File: src/rtl/memcmd_decoder.sv
// DDR4-style command/address decoder: registers one-cycle command strobes,
// tracks the CKE power mode and MPR read mode, and forwards bank/address.
module memcmd_decoder #(
  parameter int unsigned MPR_MR  = 3,
  parameter int unsigned MPR_BIT = 2
) (
  input  logic        clk,
  input  logic        rst_n,
  input  logic        cke,
  input  logic        cs_n,
  input  logic        act_n,
  input  logic        ras_n,
  input  logic        cas_n,
  input  logic        we_n,
  input  logic [3:0]  bg_ba,
  input  logic [13:0] addr,
  output logic        ACT,
  output logic        RD,
  output logic        RDA,
  output logic        WR,
  output logic        WRA,
  output logic        PR,
  output logic        PRA,
  output logic        REF,
  output logic        SRF,
  output logic        PD,
  output logic        PDX,
  output logic        DPD,
  output logic        DPDX,
  output logic        MRW,
  output logic        MRR,
  output logic        CFG,
  output logic        BST,
  output logic        CKEH,
  output logic        CKEL,
  output logic [3:0]  cmd_bank,
  output logic [16:0] cmd_addr,
  output logic [1:0]  pwr_mode
);

  typedef enum logic [1:0] {
    NORMAL = 2'd0,
    PDN    = 2'd1,
    SREF   = 2'd2,
    DPDN   = 2'd3
  } pwr_t;

  localparam int unsigned S_ACT  = 0;
  localparam int unsigned S_RD   = 1;
  localparam int unsigned S_RDA  = 2;
  localparam int unsigned S_WR   = 3;
  localparam int unsigned S_WRA  = 4;
  localparam int unsigned S_PR   = 5;
  localparam int unsigned S_PRA  = 6;
  localparam int unsigned S_REF  = 7;
  localparam int unsigned S_SRF  = 8;
  localparam int unsigned S_PD   = 9;
  localparam int unsigned S_PDX  = 10;
  localparam int unsigned S_DPD  = 11;
  localparam int unsigned S_DPDX = 12;
  localparam int unsigned S_MRW  = 13;
  localparam int unsigned S_MRR  = 14;
  localparam int unsigned S_CFG  = 15;
  localparam int unsigned S_BST  = 16;

  pwr_t        state, state_nx;
  logic        cke_q;
  logic        mpr_mode, mpr_nx;
  logic [16:0] stb_q, stb_nx;
  logic        ckeh_q, ckel_q;
  logic [3:0]  bank_nx;
  logic [16:0] addr_nx;
  logic [2:0]  code;
  logic        cke_fall, cke_rise;

  assign code     = {ras_n, cas_n, we_n};
  assign cke_fall = cke_q & ~cke;
  assign cke_rise = ~cke_q & cke;

  always_comb begin
    state_nx = state;
    mpr_nx   = mpr_mode;
    stb_nx   = '0;
    bank_nx  = cmd_bank;
    addr_nx  = cmd_addr;
    unique case (state)
      NORMAL: begin
        if (cke_q && cke && !cs_n) begin
          if (!act_n) begin
            stb_nx[S_ACT] = 1'b1;
            bank_nx       = bg_ba;
            addr_nx       = {code, addr};
          end else if (code != 3'b111) begin
            bank_nx = bg_ba;
            addr_nx = {7'b0, addr[9:0]};
            unique case (code)
              3'b000: begin
                stb_nx[S_MRW] = 1'b1;
                addr_nx       = {3'b0, addr};
                if (bg_ba[1:0] == MPR_MR[1:0]) mpr_nx = addr[MPR_BIT];
              end
              3'b001:  stb_nx[S_REF] = 1'b1;
              3'b010:  stb_nx[addr[10] ? S_PRA : S_PR] = 1'b1;
              3'b011:  stb_nx[S_BST] = 1'b1;
              3'b100:  stb_nx[addr[10] ? S_WRA : S_WR] = 1'b1;
              3'b101: begin
                if (mpr_mode) stb_nx[S_MRR] = 1'b1;
                else          stb_nx[addr[10] ? S_RDA : S_RD] = 1'b1;
              end
              default: stb_nx[S_CFG] = 1'b1;
            endcase
          end
        end else if (cke_fall) begin
          // Power-down entry strobes leave cmd_bank/cmd_addr holding
          if (cs_n || (act_n && code == 3'b111)) begin
            stb_nx[S_PD] = 1'b1;
            state_nx     = PDN;
          end else if (act_n && code == 3'b001) begin
            stb_nx[S_SRF] = 1'b1;
            state_nx      = SREF;
          end else if (act_n && code == 3'b011) begin
            stb_nx[S_DPD] = 1'b1;
            state_nx      = DPDN;
          end
        end
      end
      default: begin
        if (cke_rise) begin
          state_nx = NORMAL;
          if (state == PDN) stb_nx[S_PDX] = 1'b1;
          if (state == DPDN) begin
            stb_nx[S_DPDX] = 1'b1;
            mpr_nx         = 1'b0;
          end
        end
      end
    endcase
  end

  always_ff @(posedge clk or negedge rst_n) begin
    if (!rst_n) begin
      state    <= NORMAL;
      cke_q    <= 1'b1;
      mpr_mode <= 1'b0;
      stb_q    <= '0;
      ckeh_q   <= 1'b0;
      ckel_q   <= 1'b0;
      cmd_bank <= '0;
      cmd_addr <= '0;
    end else begin
      state    <= state_nx;
      cke_q    <= cke;
      mpr_mode <= mpr_nx;
      stb_q    <= stb_nx;
      ckeh_q   <= cke_rise;
      ckel_q   <= cke_fall;
      cmd_bank <= bank_nx;
      cmd_addr <= addr_nx;
    end
  end

  assign ACT      = stb_q[S_ACT];
  assign RD       = stb_q[S_RD];
  assign RDA      = stb_q[S_RDA];
  assign WR       = stb_q[S_WR];
  assign WRA      = stb_q[S_WRA];
  assign PR       = stb_q[S_PR];
  assign PRA      = stb_q[S_PRA];
  assign REF      = stb_q[S_REF];
  assign SRF      = stb_q[S_SRF];
  assign PD       = stb_q[S_PD];
  assign PDX      = stb_q[S_PDX];
  assign DPD      = stb_q[S_DPD];
  assign DPDX     = stb_q[S_DPDX];
  assign MRW      = stb_q[S_MRW];
  assign MRR      = stb_q[S_MRR];
  assign CFG      = stb_q[S_CFG];
  assign BST      = stb_q[S_BST];
  assign CKEH     = ckeh_q;
  assign CKEL     = ckel_q;
  assign pwr_mode = state;

endmodule

File: config.mk
export PLATFORM = sky130hd
export DESIGN_NAME = memcmd_decoder
export DESIGN_NICKNAME = d
export VERILOG_FILES = /design/src/rtl/memcmd_decoder.sv
export SDC_FILE = /design/constraint.sdc
export NUM_CORES = 1
export LEC_CHECK = 0
export ABC_AREA = 1
export BUFFER_PORTS_ARGS = -buffer_cell sky130_fd_sc_hd__buf_2
export CAP_MARGIN = 0
export CORE_MARGIN = 10
export CORE_UTILIZATION = 45
export CTS_BUF_LIST = sky130_fd_sc_hd__clkbuf_8
export DETAILED_ROUTE_END_ITERATION = 10
export PLACE_DENSITY_LB_ADDON = 0.12
export SYNTH_ARGS = -nofsm -noshare
export SYNTH_HDL_FRONTEND = slang
export SYNTH_SLANG_ARGS = --single-unit
File: constraint.sdc
create_clock -name clk -period 1.5 [get_ports clk]
set_clock_uncertainty 0.2 [all_clocks]
set_input_delay 0 -clock clk [delete_from_list [all_inputs] [get_ports clk]]
set_output_delay 0 -clock clk [all_outputs]
set_load 0.02 [all_outputs]
After elaboration in Yosys (flattened, before gate mapping)
Index checks and enable logic that the tools add are counted.
- register bits: 44
- output and inout port bits: 42
- logic and storage cells: 129
- bits of input ports: 26
- bitwise operators: 4
- multiplexer cells: 74
- eq/ne operators: 19
- reduce and logical (&&, ||, !) cells: 18
- $lt $le $gt $ge: 6
- operators by type and width (kind ; count):
    two-way mux 14 bit ; 7
    two-way mux 17 bit ; 3
    two-way mux 2 bit ; 17
    two-way mux 1 bit ; 29
    case mux 7 bit (3 select lines) ; 1
    two-way mux 16 bit ; 1
    case mux 1 bit (4 select lines) ; 4
    demux 1 bit (select 5 bit) ; 3
    case mux 5 bit (3 select lines) ; 1
    < comparator 3 x 6 -> 1 bit, second input constant ; 2
    two-way mux 4 bit ; 3
    != test 2 bit, second input constant ; 6
    two-way mux 10 bit ; 1
    equality test 3 bit, second input constant ; 3
    logical AND 1 bit ; 8
    two-way mux 8 bit ; 1
    AND reduction 7 bit ; 1
    equality test 3 x 2 -> 1 bit, second input constant ; 2
    >= comparator 3 x 1 -> 1 bit, second input constant ; 2
    < comparator 2 x 6 -> 1 bit, second input constant ; 1
    two-way mux 5 bit ; 1
    equality test 2 bit, second input constant ; 2
    != test 2 x 1 -> 1 bit, second input constant ; 2
    != test 4 bit, second input constant ; 1
    other kinds (16) ; 19

Longest topological paths before layout
Gate-level depths: netlist of run 1.
- depth in word-level cells: 16
- gate-level depth with buffers: 9
- mapped depth without buffers: 8

Worst setup path after synthesis of run 1
Ideal clock, no wire load.
- kind: flip-flop to flip-flop
- from: register state[1] (netlist: pwr_mode[1])
- to: register cmd_addr[16]
- arrival time: 1.193 ns
- clock period less this slack: 1.520 ns
- library setup time: 0.127 ns
- cell stages (with the launch flop): 8
- data required time: 1.173 ns
- slack: -0.020 ns
- path buffers: 1
- cell sequence: dfrtp_1 > nor2_4 > nand2_4 > clkinv_4 > nand2_8 > buf_8 > nand2_1 > o21ai_0
- longest elaborated chain between the ends: 2
- RTL lines (element ; RTL line ; RTL):
    start: declaration ; 66 ; pwr_t state, state_nx;
    start signal: assignment ; 151 ; state <= state_nx;
    logical NOT 2 bit ; 86 ; unique case (state)
    AND reduction 3 bit (no line) ; -- ;
    end signal: assignment ; 158 ; cmd_addr <= addr_nx;
    end: declaration ; 37 ; output logic [16:0] cmd_addr,
Every way passes these cells.
A chain may end at the register's enable or synchronous reset.

Final worst setup path of run 1
- from: register cke_q
- to: register cmd_bank[0]
- longest elaborated chain between the ends: 3
- RTL lines (element ; RTL line ; RTL):
    start: declaration ; 67 ; logic cke_q;
    start signal: assignment ; 152 ; cke_q <= cke;
    logical AND 1 bit (2 in series) ; 88 ; if (cke_q && cke && !cs_n) begin
    AND reduction 3 bit (no line) ; -- ;
    end signal: assignment ; 157 ; cmd_bank <= bank_nx;
    end: declaration ; 36 ; output logic [3:0] cmd_bank,
Every way passes these cells.

==> impl_metrics.json, run 1 <==
{
  "avgSynthCellArea_sq_um": 9.657,
  "synth_ff_type": "dfrtp_1",
  "syn_nets": 214,
  "final_cells": 347,
  "io_buffers": 67,
  "synth_edf_count": 0,
  "place_area_sq_um": 2238,
  "synth_common_cells": "68 x nand2_1, 43 x dfrtp_1, 16 x inv_1, 16 x nor2_1, 10 x nand3_1",
  "period_minus_slack_ns": 1.473,
  "p_total_mw": 4.158,
  "dp_cells": 311,
  "top_layer": "met4",
  "crit_fanout": 8,
  "yosysSeqAreaShare_pct": 60.72,
  "areaGrowthSynthToFinish_pct": 48.10,
  "reg2reg_from": "cke_q",
  "path_class": "flop to flop",
  "endpoint_kind": "flop",
  "setup_slack_ns": 0.02699,
  "grt_antenna_before_repair": 0,
  "fin_area_sq_um": 2689,
  "rr_worst_depth": 8,
  "root_buffer": "clkbuf_8",
  "nets": 322,
  "met1_length_microns": 1988,
  "ys_seq_elements": 44,
  "grt_pass1_wl_microns": 8093,
  "slew_viol_final": 0,
  "final_util_pct": 68.20,
  "grt_max_degree": 20,
  "leakagePower_nw": 1.524,
  "drtIter0Drc": 64,
  "powerDensity_nw_per_um2": 1547,
  "cts_setup_buffers": 0,
  "synth_cells": 188,
  "rsz0062_at_grt": "true",
  "dp_hpwl_microns": 3438,
  "slew_headroom_pct": 79.12,
  "outcome": "finished with violations",
  "initial_core_util_pct": 46.05,
  "synthArstFlopShare_pct": 100.0,
  "die_x_microns": 83.52,
  "top_level_ports": 68,
  "syn-cell-area_sq_um": 1815,
  "overflow": 0,
  "die_area_sq_um": 6975,
  "cap_violations": 0,
  "placementRows": 23,
  "drcViolationCount": 0,
  "n_antenna_cell": 0,
  "gp_congestion": 0.8150,
  "cts.sink_count": 44,
  "finalSetupTns_ns": 0,
  "cts_made_buffers": 5,
  "layout-drive-gt1-share_pct": 40.07,
  "yosysTopAreaCellShare_pct": 59.27,
  "hold_violations": 13,
  "grt_usage_pct": 13.89,
  "ir_drop_v": 0.0006379,
  "clockBufferDepth": 2,
  "die_y_microns": 83.52,
  "ant_nets": 0,
  "vias": 1628,
  "violations": "negative hold slack",
  "viasPerCell": 4.692,
  "worst_ep_required_time_ns": 1.54,
  "clk_latency_ns": 0.29,
  "first_pass_iters": 4,
  "yosys_warnings": 0,
  "reg2reg_to": "cmd_bank[0]",
  "synth_top_cell_by_area": "dfrtp_1",
  "wl_met2_microns": 2597,
  "grt_pass1_vias": 1646,
  "startpoint_type": "flop",
  "core_area_sq_um": 3943,
  "met3WireLength_microns": 349,
  "hold_slack_ns": -0.07784,
  "clk_pin_slew_worst_paths_ns": 0.08,
  "min_period_over_period_pct": 98.20,
  "holdBufCountCts": 26,
  "setup_violations": 0,
  "startpoint": "cke_q",
  "dp_slack_ns": -0.01805,
  "yosysMostFrequentCell": "nand2_1",
  "postRouteWirelength_microns": 5003,
  "r2r_setup_slack_ns": 0.03,
  "synth_cell_types": 25,
  "worst_pin_slew_ns": 0.3131,
  "htree_levels": 2,
  "hp-class": "input pin to asynchronous set/reset pin",
  "cts_tree": "done",
  "wl_per_cell_microns": 14.42,
  "synth_area_leaders": "dfrtp_1 59%, nand2_1 14%, inv_1 3.3%",
  "arrival_ns": 1.51,
  "max_freq_mhz": 678.9
}
[kinds of logic (layout without fill, tap and decap cells)]
kind of cell	Yosys count	after routing	share of synthesized area, %
simple gates	112	114	28.33
buf+inv	22	129	7.167
compound gates	10	10	3.790
flops	44	44	60.72
[repair_timing]
item                                    CTS  global route
resized for setup                         1            19
endpoints found under the setup margin   13            44
cloned                                    1             2
hold endpoints to repair                 88            13
pin swaps                                 1             2
[sequential cells by signal (all words and copies together), names as in the netlist]
name	flops
pwr_mode	2
mpr_mode	1
cmd_bank	4
CKEH	1
stb_q	17
cke_q	1
cmd_addr	17
CKEL	1
[worst max-delay path: stages (launching register included)]
cell      delay (ns)
dfstp_2         0.55
nand2_2         0.07
nor2_4          0.11
nand2_4         0.09
clkinv_8        0.09
nand2_8         0.10
inv_12          0.10
nand2_1         0.05
nand2_1         0.06
[power breakdown]
group | internal [mW] | switching [mW] | total, mW
logic | 0.597 | 0.999 | 1.60
clock network | 0.488 | 0.390 | 0.878
registers | 1.50 | 0.183 | 1.68
total | 2.59 | 1.57 | 4.16
[layout make-up]
class	count	area [sq um]
fillers	331	1254
multi-input cells	124	656.9
clock buffers	5	68.82
inverters	19	96.34
repair buffers	101	653.1
repair inverters	1	8.758
flip-flops and latches	44	1104
well taps	50	62.56
clock inverters	3	38.79
[cells in the final DEF (no fill, tap or decap), types with 2 or more instances in the layout]
cell / count
buf_2: 67
buf_4: 9
clkbuf_8: 5
dfrtp_1: 42
dlygate4sd3_1: 25
inv_1: 17
nand2_1: 57
nand2_2: 14
nand2_4: 5
nand2_8: 2
nand3_1: 10
nand4_1: 2
nor2_1: 15
nor2_4: 2
nor3_1: 2
o21ai_0: 2
o21ai_1: 2
o21ai_2: 5
[per-layer routing]
| metal | up-vias | GRT usage [%] |
|---|---|---|
| li1 | 800 | - |
| met2 | 56 | 23.46 |
| met3 | 5 | 5.078 |
| met1 | 767 | 16.12 |
| met5 | - | 0 |
| met4 | 0 | 3.957 |
[worst max-delay path by stage]
stage | end | cells past startpoint | slack, ns
floorplan | cmd_addr[16] | 7 | 0.002
global placement | mpr_mode | 6 | 0.02
detailed placement | cmd_addr[6] | 8 | -0.02
CTS | cmd_bank[0] | 8 | 0.007
global route | cmd_addr[15] | 7 | -0.08
finish | cmd_bank[0] | 8 | 0.03
Note: power is estimated with default switching activity, not from simulation.
==> run 2, diff against run 1 <==
--- a/config.mk
+++ b/config.mk
@@ -12,6 +12,7 @@
 export CORE_UTILIZATION = 45
 export CTS_BUF_LIST = sky130_fd_sc_hd__clkbuf_8
 export DETAILED_ROUTE_END_ITERATION = 10
+export HOLD_SLACK_MARGIN = 0.06
 export PLACE_DENSITY_LB_ADDON = 0.12
 export SYNTH_ARGS = -nofsm -noshare
 export SYNTH_HDL_FRONTEND = slang
==> run 2 against run 1 <==
  * Sequential cell count unchanged
  * Clock power fell by 0.7%
  * The run now ends clean
  * Critical path type unchanged
  * Power rose by 0.12%
  * Sequential share of layout area fell by 0.53 points
==> impl_metrics.json, run 2 (same netlist as run 1, synthesis figures left out) <==
{
  "mostFrequentLayoutCells": "67 x buf_2, 57 x nand2_1, 42 x dfrtp_1",
  "rsz0062_at_grt": "true",
  "clkPwrFrac_pct": 20.9,
  "r2r_setup_slack_ns": 0.0003,
  "ant_nets": 0,
  "reg_top3": "cmd_addr: 17 flops, stb_q: 17 flops, cmd_bank: 4 flops",
  "comb_power_share_pct": 38.5,
  "path_class": "flop to flop",
  "ir_drop_v": 0.0006411,
  "dp_cells": 311,
  "crit_fanout": 8,
  "outcome": "completed",
  "reg2reg_to": "cmd_addr[0]",
  "grt_pass1_vias": 1653,
  "cp_cell_sequence": "nand2_2, nor2_4, nand2_4, clkinv_8, nand2_8, inv_8, nand2_1, nand2_1",
  "final_common_cell": "buf_2",
  "arrival_ns": 1.53,
  "max_freq_mhz": 666.8,
  "top_level_ports": 68,
  "hp-class": "input pin to asynchronous set/reset pin",
  "critPathBufInv": 2,
  "crit_slowest_cell": "dfstp_2",
  "swShare_pct": 37.76,
  "hold_violations": 0,
  "slew_headroom_pct": 60.98,
  "placementRows": 23,
  "vias": 1666,
  "drcViolationCount": 0,
  "period_minus_slack_ns": 1.500,
  "clk_latency_ns": 0.29,
  "grt_pass1_wl_microns": 8135,
  "layout-drive-gt1-share_pct": 40.00,
  "powerDensity_nw_per_um2": 1528,
  "grt_antenna_before_repair": 0,
  "viasPerCell": 4.760,
  "clk_pin_slew_worst_paths_ns": 0.08,
  "gp_congestion": 0.8150,
  "worst_pin_slew_ns": 0.5853,
  "setup_violations": 0,
  "wl_per_cell_microns": 14.48,
  "fill_cells": 324,
  "die_y_microns": 83.52,
  "min_period_over_period_pct": 99.98,
  "first_pass_iters": 4,
  "endpoint_kind": "flop",
  "grt_usage_pct": 13.96,
  "cts.sink_count": 44,
  "hold_slack_ns": 0.1946,
  "grt_max_degree": 20,
  "reg2reg_from": "cke_q",
  "io_buffers": 67,
  "switching_power_mw": 1.572,
  "htree_levels": 2,
  "n_antenna_cell": 0,
  "die_x_microns": 83.52,
  "postRouteWirelength_microns": 5067,
  "cts_made_buffers": 5,
  "multi_input_area_sq_um": 646.9,
  "power_frac_seq_pct": 40.5,
  "nets": 325,
  "die_area_sq_um": 6975,
  "p_total_mw": 4.163,
  "slew_viol_final": 0,
  "startpoint_type": "flop",
  "cts_tree": "done",
  "fin_area_sq_um": 2724,
  "core_area_sq_um": 3943,
  "clockBufferDepth": 2,
  "root_buffer": "clkbuf_8",
  "slowest_delay_ns": 0.55,
  "path_common_cell": "nand2_1",
  "rr_worst_depth": 8,
  "final-seq-area_sq_um": 1104,
  "final_cells": 350,
  "place_area_sq_um": 2238,
  "overflow": 0,
  "worst_ep_required_time_ns": 1.53,
  "p_int_mw": 2.591,
  "leakagePower_nw": 1.537,
  "cap_violations": 0,
  "areaGrowthSynthToFinish_pct": 50.03,
  "dp_hpwl_microns": 3438,
  "crit_family": "flip-flops",
  "drtIter0Drc": 91,
  "initial_core_util_pct": 46.05
}
==> run 2: worst reg2reg max path: cells and delay by family, from the launching register on <==
family | cells | cell delay [ns]
buffers and inverters | 2 | 0.19
DFF | 1 | 0.55
and+or+nand+nor | 6 | 0.50
==> run 2: per-layer routing <==
metal  part of all wire (%)  global-route usage (%)  up-vias  wire [microns]
met5                      0                       0        -               0
met4                    1.3                   3.957        0              67
met3                    7.0                   5.078        6             353
met2                     51                   23.53       55            2588
met1                     41                   16.26      802            2057
li1                       -                       -      803               -
==> run 2: through the flow <==
stage	util (%)	worst slack [ns]	setup TNS, ns
after global placement	56.78	0.01622	0
after detailed placement	56.78	-0.01805	-0.1029
after global routing	69.09	-0.09175	-2.023
after CTS	66.77	0.007070	0
after floorplan	-	0.002304	0
final	69.09	0.0003197	0
==> run 2: worst max path at each step <==
stage | start | to | depth (start not counted)
floorplan | pwr_mode[1] | cmd_addr[16] | 7
global placement | pwr_mode[0] | mpr_mode | 6
detailed placement | cke_q | cmd_addr[6] | 8
CTS | cke_q | cmd_bank[0] | 8
global route | cke_q | cmd_addr[0] | 8
finish | cke_q | cmd_addr[0] | 8
==> run 2: layout make-up <==
type | count | area share (%)
Clock buffer | 5 | 2.526
Clock inverter | 3 | 1.424
Inverter | 19 | 3.537
Multi-Input combinational cell | 124 | 23.75
Sequential cell | 44 | 40.51
Tap cell | 50 | 2.297
Timing Repair Buffer | 104 | 25.54
Timing Repair inverter | 1 | 0.4134
==> run 2: power by group through the flow <==
| stage | logic, mW | clock network [mW] | registers [mW] |
|---|---|---|---|
| 3_5_place_dp | 1.49 | 0 | 1.69 |
| 2_1_floorplan | 0.511 | 0 | 2.08 |
| 4_1_cts | 1.56 | 0.892 | 1.67 |
| 5_1_grt | 1.76 | 0.954 | 1.73 |
| 3_3_place_gp | 1.47 | 0 | 1.69 |
| 6_report | 1.60 | 0.872 | 1.69 |
==> run 2: repair_timing <==
action                     CTS  global route
pin swaps                    1            10
setup endpoints to repair   13            36
gates resized for setup      1            20
hold buffers                27             0
cloned                       1             2
hold endpoints to repair    88             0
setup buffers                0             1
